$ cat config.mk
export PLATFORM = sky130hd
export DESIGN_NAME = bram_arbiter
export DESIGN_NICKNAME = d
export VERILOG_FILES = /design/src/rtl/bram_arbiter.sv
export SDC_FILE = /design/constraint.sdc
export NUM_CORES = 1
export LEC_CHECK = 0
export CORE_UTILIZATION = 44
export CTS_CLUSTER_DIAMETER = 150
export DETAILED_ROUTE_END_ITERATION = 10
export PLACE_DENSITY = 0.94
export SYNTH_ARGS = -nofsm -noshare
export SYNTH_HDL_FRONTEND = slang
export SYNTH_SLANG_ARGS = --single-unit
$ cat constraint.sdc
create_clock -name clock -period 6.3 [get_ports clock]
set_clock_uncertainty 0.15 [all_clocks]
set_input_delay 0.63 -clock clock [delete_from_list [all_inputs] [get_ports clock]]
set_output_delay 0.63 -clock clock [all_outputs]
set_load 0.01 [all_outputs]
$ cat src/rtl/bram_arbiter.sv
`timescale 1ns/1ps
// Arbitrates an instruction-fetch port and a data port onto one BRAM slave, one transaction at a time.
// Build option: define ROUND_ROBIN_EN to alternate grants on ties; otherwise dmem always wins a tie.
module bram_arbiter #(
    parameter logic [31:0] bram_base_addr = 32'h000000,
    parameter logic [31:0] bram_top_addr  = 32'h100000
) (
    input  logic        clock,
    input  logic        reset,

    input  logic        imem_valid,
    input  logic [31:0] imem_addr,
    output logic [31:0] imem_rdata,
    output logic        imem_ready,

    input  logic        dmem_valid,
    input  logic [31:0] dmem_addr,
    input  logic [31:0] dmem_wdata,
    input  logic [3:0]  dmem_wstrb,
    output logic [31:0] dmem_rdata,
    output logic        dmem_ready,

    output logic        bram_valid,
    output logic        bram_instr,
    output logic [31:0] bram_addr,
    output logic [31:0] bram_wdata,
    output logic [3:0]  bram_wstrb,
    input  logic [31:0] bram_rdata,
    input  logic        bram_ready
);

    typedef enum logic [1:0] {IDLE, ISSUE, WAIT, DONE} state_t;

    state_t      state;
    state_t      state_next;

    logic        grant_dmem;
    logic        grant_hit;
    logic        pick_dmem;
    logic        pick_hit;
    logic [31:0] pick_addr;
    logic        load_grant;
    logic        finish;
    logic [31:0] resp_data;

`ifdef ROUND_ROBIN_EN
    logic        last_dmem;

    // On a tie the requester that did not win the previous grant goes first.
    always_comb begin
        if (imem_valid && dmem_valid) begin
            pick_dmem = ~last_dmem;
        end else begin
            pick_dmem = dmem_valid;
        end
    end

    always_ff @(posedge clock or posedge reset) begin
        if (reset) begin
            last_dmem <= 1'b0;
        end else if (load_grant) begin
            last_dmem <= pick_dmem;
        end
    end
`else
    always_comb begin
        pick_dmem = dmem_valid;
    end
`endif

    // Unsigned offset compare gives the [base, top) window check in one comparator.
    always_comb begin
        pick_addr = pick_dmem ? dmem_addr : imem_addr;
        pick_hit  = (pick_addr - bram_base_addr) < (bram_top_addr - bram_base_addr);
    end

    always_comb begin
        state_next = state;
        load_grant = 1'b0;
        finish     = 1'b0;
        resp_data  = 32'h0;
        case (state)
            IDLE: begin
                if (imem_valid || dmem_valid) begin
                    state_next = ISSUE;
                    load_grant = 1'b1;
                end
            end
            ISSUE: begin
                if (grant_hit) begin
                    state_next = WAIT;
                end else begin
                    state_next = DONE;
                    finish     = 1'b1;
                end
            end
            WAIT: begin
                if (bram_ready) begin
                    state_next = DONE;
                    finish     = 1'b1;
                    resp_data  = bram_rdata;
                end
            end
            DONE: begin
                state_next = IDLE;
            end
            default: begin
                state_next = IDLE;
            end
        endcase
    end

    always_ff @(posedge clock or posedge reset) begin
        if (reset) begin
            state <= IDLE;
        end else begin
            state <= state_next;
        end
    end

    always_ff @(posedge clock or posedge reset) begin
        if (reset) begin
            grant_dmem <= 1'b0;
            grant_hit  <= 1'b0;
        end else if (load_grant) begin
            grant_dmem <= pick_dmem;
            grant_hit  <= pick_hit;
        end
    end

    // BRAM request fields are loaded on the way into ISSUE so they are registered during the pulse.
    always_ff @(posedge clock or posedge reset) begin
        if (reset) begin
            bram_valid <= 1'b0;
            bram_instr <= 1'b0;
            bram_addr  <= 32'h0;
            bram_wdata <= 32'h0;
            bram_wstrb <= 4'h0;
        end else begin
            bram_valid <= load_grant && pick_hit;
            if (load_grant && pick_hit) begin
                bram_instr <= ~pick_dmem;
                bram_addr  <= pick_addr;
                bram_wdata <= pick_dmem ? dmem_wdata : 32'h0;
                bram_wstrb <= pick_dmem ? dmem_wstrb : 4'h0;
            end
        end
    end

    always_ff @(posedge clock or posedge reset) begin
        if (reset) begin
            imem_ready <= 1'b0;
            dmem_ready <= 1'b0;
            imem_rdata <= 32'h0;
            dmem_rdata <= 32'h0;
        end else begin
            imem_ready <= finish && !grant_dmem;
            dmem_ready <= finish && grant_dmem;
            if (finish && !grant_dmem) begin
                imem_rdata <= resp_data;
            end
            if (finish && grant_dmem) begin
                dmem_rdata <= resp_data;
            end
        end
    end

endmodule

==> flow_summary.json, run 1 <==
{
  "gp_congestion": 0.7523,
  "synth_top_family_by_area": "multiplexers",
  "yosys.area_share.adder": 0.008611,
  "synth.area.mux_share": 0.1395,
  "critical_path.max_fanout": 24,
  "setup_viol": 0,
  "ys_async_sr_fraction": 1.000,
  "rsz0062_at_grt": "false",
  "ant_nets": 0,
  "synth_xor_area_frac": 0,
  "min_path_type": "reg -> reg",
  "fin_crit_sh": 0.5201,
  "cts_max_path_buffers": 2,
  "ys_warn_count": 0,
  "slew_violations": 0,
  "synth-edff-count": 0,
  "max-cap-violations": 0,
  "hold_violations": 0,
  "worstSetupStartpointType": "input port",
  "synth_top_area_frac": 0.6028,
  "critPathKind": "in -> reg",
  "status": "completed",
  "placed_area_um2": 8633,
  "tightest_slew_ps": 1229,
  "area_growth_pct": 58.88,
  "tns_ps": 0,
  "routed_wl_mm": 15.90,
  "slew_headroom": 0.1808,
  "postCtsResizedCells": 0,
  "syn_nets": 676,
  "cp_num_buf_inv": 2,
  "rows": 41,
  "synthTopCellsByArea": "dfrtp_1 60%, nand2_1 8.8%, mux2i_1 6.2%",
  "drt_first_pass_iters": 4,
  "seq_area_um2": 3503,
  "cp_cell_sequence": "clkdlybuf4s50_1 > nor4_1 > nand2_1 > a221oi_4 > buf_4 > mux2_1",
  "vias": 4756,
  "synth_compound_area_frac": 0.07061,
  "yosys.area_share.simple": 0.1175,
  "fillers": 834,
  "min_period_ps": 3277,
  "port_buffers": 272,
  "post_cts_buffers": 0,
  "worst_path_max_delay_cell": "a221oi_4",
  "final_cell_area_um2": 9234,
  "grt_pass1_vias": 4857,
  "die_w_um": 116.9,
  "ys.flop_type": "dfrtp_1",
  "grt_overflow_total": 0,
  "grt_max_degree": 81,
  "synthCells": 535,
  "power_density_nw_per_um2": 355.8,
  "die-area_um2": 13670,
  "multi_input_area_um2": 1966,
  "h-tree-depth": 4,
  "cts_hold_buffers": 0,
  "grt_pass1_wl_mm": 23.94,
  "slowest_delay_ps": 1040,
  "reg2reg_to": "bram_addr[6]",
  "cp-end-kind": "flip-flop",
  "drive_gt1_frac": 0.07635,
  "cp.required_ps": 6450,
  "pin_count": 273,
  "hold_end": "dmem_rdata[24]",
  "syn_area_um2": 5812,
  "synth_top_area_cell": "dfrtp_1",
  "ys_ff_latch": 140,
  "avgSynthCellArea_um2": 10.86,
  "wl_per_cell_um": 16.14,
  "cts_tree": "yes",
  "r2r_slack_ps": 3290,
  "antenna_found_initial": 1,
  "r2r_cells": 6,
  "min_path_cells": 2,
  "cp_top_family": "compound AO/OA/AOI/OAI gates",
  "hold_start": "dmem_rdata[24]",
  "clock-root-buffer": "clkbuf_16",
  "total_leakage_power_uw": 0.004150,
  "insertion_delay_ps": 420,
  "core_um2": 12770,
  "start_util": 0.4550,
  "cts_num_sinks": 140,
  "place_hpwl_mm": 11.45,
  "seq_area_frac_synth": 0.6028,
  "r2r_start": "state[0]",
  "vias_per_cell": 4.828,
  "fmax_mhz": 305.2,
  "fin_nets": 941,
  "cts-buffers-inserted": 17,
  "grtUsageTotal": 0.2350,
  "peakVddDrop_mv": 0.3221,
  "drtIter0Drc": 181,
  "path_clk_slew_ps": 60,
  "ys_types": 28,
  "arrival_ps": 3420,
  "drc": 0,
  "die_h_um": 116.9
}
-- metrics by stage --
stage / hold slack (ps) / utilization / power, uW / setup WS (ps) / std cells
2_1_floorplan: 300.0 / - / 1669 / 1767 / 535
3_3_place_gp: 310.0 / 0.6759 / 2261 / 2670 / 953
3_5_place_dp: 319.2 / 0.6759 / 2298 / 2526 / 953
4_1_cts: 332.8 / 0.7227 / 3319 / 2965 / 984
5_1_grt: 348.3 / 0.7229 / 3471 / 2811 / 985
6_report: 325.6 / 0.7229 / 3286 / 3023 / 985
-- layout make-up --
cell class              instances  share of cell area
multi-input cells             319              0.2129
well taps                     172             0.02331
clock inverters                13             0.01829
clock buffers                  18             0.04648
repair buffers                279              0.3014
diodes                          1           0.0002710
flip-flops and latches        140              0.3794
inverters                      43             0.01802
-- cell usage in the layout, fill, tap and decap left out, drive strengths merged --
cell type / count
a211o: 1
a21o: 1
a21oi: 2
a221oi: 1
a22o: 1
and2: 1
buf: 8
bufinv: 3
clkbuf: 18
clkdlybuf4s50: 271
clkinv: 8
clkinvlp: 1
dfrtp: 140
diode: 1
ha: 4
inv: 44
mux2: 40
mux2i: 36
nand2: 137
nor2: 1
nor2b: 14
nor3: 1
nor3b: 1
nor4: 4
nor4b: 2
o211ai: 2
o21ai: 69
or4b: 1
-- metal layers --
layer | wire [um] | GRT usage | part of all wire | vias up
met2 | 8039 | 0.4118 | 0.51 | 199
met1 | 5791 | 0.2431 | 0.36 | 2247
met4 | 536 | 0.1274 | 0.034 | 0
met5 | 0 | 0 | 0 | -
met3 | 1528 | 0.09011 | 0.096 | 39
li1 | - | - | - | 2271
-- cells in the mapped netlist (4+ instances only) --
library cell,number
dfrtp_1,140
nand2_1,137
o21ai_0,69
inv_1,43
mux2i_1,36
mux2_2,21
clkbuf_1,19
mux2_1,19
nor2b_1,14
buf_6,7
buf_2,4
ha_1,4
nor4_1,4
-- power by group --
part / switching (uW) / leakage, uW / internal (uW)
clock network: 383 / 0.000290 / 623
registers: 117 / 0.00174 / 1120
logic: 505 / 0.00212 / 539
-- worst max path at each step --
stage / depth (start not counted) / slack, ps / end / start
after floorplan: 1 / 1770 / bram_addr[0] / reset
after global placement: 5 / 2670 / bram_addr[6] / dmem_addr[22]
after detailed placement: 6 / 2530 / bram_addr[6] / dmem_addr[26]
after CTS: 6 / 2970 / bram_addr[6] / dmem_addr[26]
after global routing: 6 / 2810 / bram_addr[6] / dmem_addr[26]
final: 6 / 3020 / bram_addr[6] / dmem_addr[26]
-- state kept, by name, summed over array words and instances, names as in the netlist --
| register | count |
|---|---|
| imem_rdata | 32 |
| bram_wdata | 32 |
| bram_wstrb | 4 |
| dmem_ready | 1 |
| bram_addr | 32 |
| bram_valid | 1 |
| bram_instr | 1 |
| imem_ready | 1 |
| grant_dmem | 1 |
| grant_hit | 1 |
| dmem_rdata | 32 |
| state | 2 |
-- logic make-up (layout without fill, tap and decap cells) --
kind of cell | count (synthesis) | in the layout
AOI/OAI and AO/OA | 77 | 77
adders and majority gates | 4 | 4
buffers and inverters | 76 | 353
DFF | 140 | 140
muxes | 76 | 76
other | 0 | 1
and+or+nand+nor | 162 | 162
-- worst reg2reg max path: cells and delay by family (launching register included) --
family          cells  cell delay, ps
mux                 1             340
flops               1             380
compound gates      2            1210
fa+ha+maj           1             270
buf+inv             2             550
Power figures use the tool's default switching activity.
==> run 2: changes to the inputs <==
--- a/config.mk
+++ b/config.mk
@@ -5,10 +5,10 @@
 export SDC_FILE = /design/constraint.sdc
 export NUM_CORES = 1
 export LEC_CHECK = 0
-export CORE_UTILIZATION = 44
+export CORE_UTILIZATION = 41
 export CTS_CLUSTER_DIAMETER = 150
 export DETAILED_ROUTE_END_ITERATION = 10
-export PLACE_DENSITY = 0.94
+export PLACE_DENSITY = 0.89
 export SYNTH_ARGS = -nofsm -noshare
 export SYNTH_HDL_FRONTEND = slang
 export SYNTH_SLANG_ARGS = --single-unit
==> constraint.sdc (replaced) <==
create_clock -name clock -period 3.1 [get_ports clock]
set_clock_uncertainty 0.15 [all_clocks]
set_input_delay 0.31 -clock clock [delete_from_list [all_inputs] [get_ports clock]]
set_output_delay 0.31 -clock clock [all_outputs]
set_load 0.01 [all_outputs]
==> flow_summary.json, run 2 (synthesis results as in run 1) <==
{
  "pin_count": 273,
  "port_buffers": 272,
  "vias": 4712,
  "hold_violations": 0,
  "start_util": 0.4187,
  "grt_pass1_wl_mm": 24.60,
  "net-switching-power_uw": 2045,
  "fillers": 1031,
  "die-area_um2": 14660,
  "wl_per_cell_um": 15.95,
  "fin_crit_sh": 0.7475,
  "intPower_uw": 4664,
  "cts_num_sinks": 140,
  "dp_cells": 963,
  "routed_wl_mm": 15.91,
  "ant_nets": 0,
  "power_density_nw_per_um2": 720.7,
  "cp-end-kind": "flip-flop",
  "grt_max_degree": 67,
  "setup_viol": 0,
  "tightest_slew_ps": 569.4,
  "antenna_found_initial": 2,
  "final_cell_mix": "271 x clkdlybuf4s50_1, 140 x dfrtp_1, 137 x nand2_1",
  "place_hpwl_mm": 11.44,
  "p_seq_frac": 0.375,
  "swShare": 0.3048,
  "cp.required_ps": 3270,
  "rows": 43,
  "post_cts_buffers": 0,
  "clockPowerShare": 0.309,
  "tns_ps": 0,
  "core_um2": 13880,
  "cts_tree": "yes",
  "instances_no_fill": 997,
  "critPathKind": "in -> reg",
  "insertion_delay_ps": 410,
  "gp_congestion": 0.8017,
  "comb_power_share": 0.317,
  "die_h_um": 121.1,
  "peakVddDrop_mv": 0.5784,
  "critical_path.max_fanout": 40,
  "grt_overflow_total": 0,
  "clock-root-buffer": "clkbuf_16",
  "slew_headroom": 0.6204,
  "fmax_mhz": 431.6,
  "total_leakage_power_uw": 0.004155,
  "slew_violations": 0,
  "power_uw": 6709,
  "max-cap-violations": 0,
  "min_path_type": "in -> async",
  "area_growth_pct": 60.17,
  "die_w_um": 121.1,
  "worstSetupStartpointType": "input port",
  "drt_first_pass_iters": 4,
  "drtIter0Drc": 237,
  "min_period_ps": 2317,
  "h-tree-depth": 4,
  "fin_nets": 943,
  "postCtsResizedCells": 0,
  "cts-buffers-inserted": 17,
  "cts_hold_buffers": 0,
  "arrival_ps": 2490,
  "cts_max_path_buffers": 2,
  "final_common_cell": "clkdlybuf4s50_1",
  "drive_gt1_frac": 0.07975,
  "path_clk_slew_ps": 60,
  "status": "completed",
  "grt_pass1_vias": 4844,
  "drc": 0,
  "vias_per_cell": 4.726,
  "rsz0062_at_grt": "false",
  "grtUsageTotal": 0.2210
}
==> run 2: final cells by class <==
cell class              instances  area [um2]  area share
inverters                      43       165.2     0.01774
multi-input cells             319        1966      0.2112
flip-flops and latches        140        3503      0.3763
well taps                     180       225.2     0.02419
diodes                          2       5.005   0.0005376
clock inverters                13       166.4     0.01788
repair buffers                281        2835      0.3046
clock buffers                  19       442.9     0.04758
==> run 2: metal layers <==
layer	vias up	global-route usage	routed length (um)
met3	20	0.08224	1414
met4	0	0.08333	298
met5	-	0	0
met2	188	0.3775	8028
met1	2235	0.2507	6165
li1	2269	-	-
==> run 2: final timing paths <==
| check | from | to | slack, ps | cells past startpoint |
|---|---|---|---|---|
| max in group asynchronous | reset | imem_rdata[12] | 2000 | 3 |
| setup / recovery | imem_addr[26] | bram_wdata[18] | 780 | 7 |
| setup reg to reg | state[0] | bram_wdata[18] | 790 | 7 |
| min in group clock | dmem_wdata[11] | bram_wdata[11] | 300 | 3 |
| hold reg to reg | imem_rdata[24] | imem_rdata[24] | 330 | 2 |
| hold / removal | reset | bram_addr[9] | 120 | 2 |
==> run 2: critical path, cell delays in order <==
cell and delay (ps):
clkdlybuf4s50_1 400, nor4_1 370, nand2_1 220, a221oi_4 370
buf_12 260, buf_12 280, mux2i_1 250
==> run 2: through the flow <==
step	instance area, um2	setup WS, ps	utilization	hold slack, ps
2_1_floorplan	5816	890.9	-	300.0
3_3_place_gp	8695	362.7	0.6264	309.3
3_5_place_dp	8695	302.9	0.6264	319.0
4_1_cts	9304	740.0	0.6703	110.0
5_1_grt	9309	566.7	0.6706	133.2
6_report	9309	782.9	0.6706	117.6
==> run 2: power groups by stage <==
stage / clock network (uW) / logic [uW] / registers, uW
finish: 2070 / 2120 / 2510
global placement: 0 / 2090 / 2520
CTS: 2110 / 2150 / 2520
global route: 2190 / 2320 / 2570
floorplan: 0 / 663 / 2730
detailed placement: 0 / 2130 / 2540
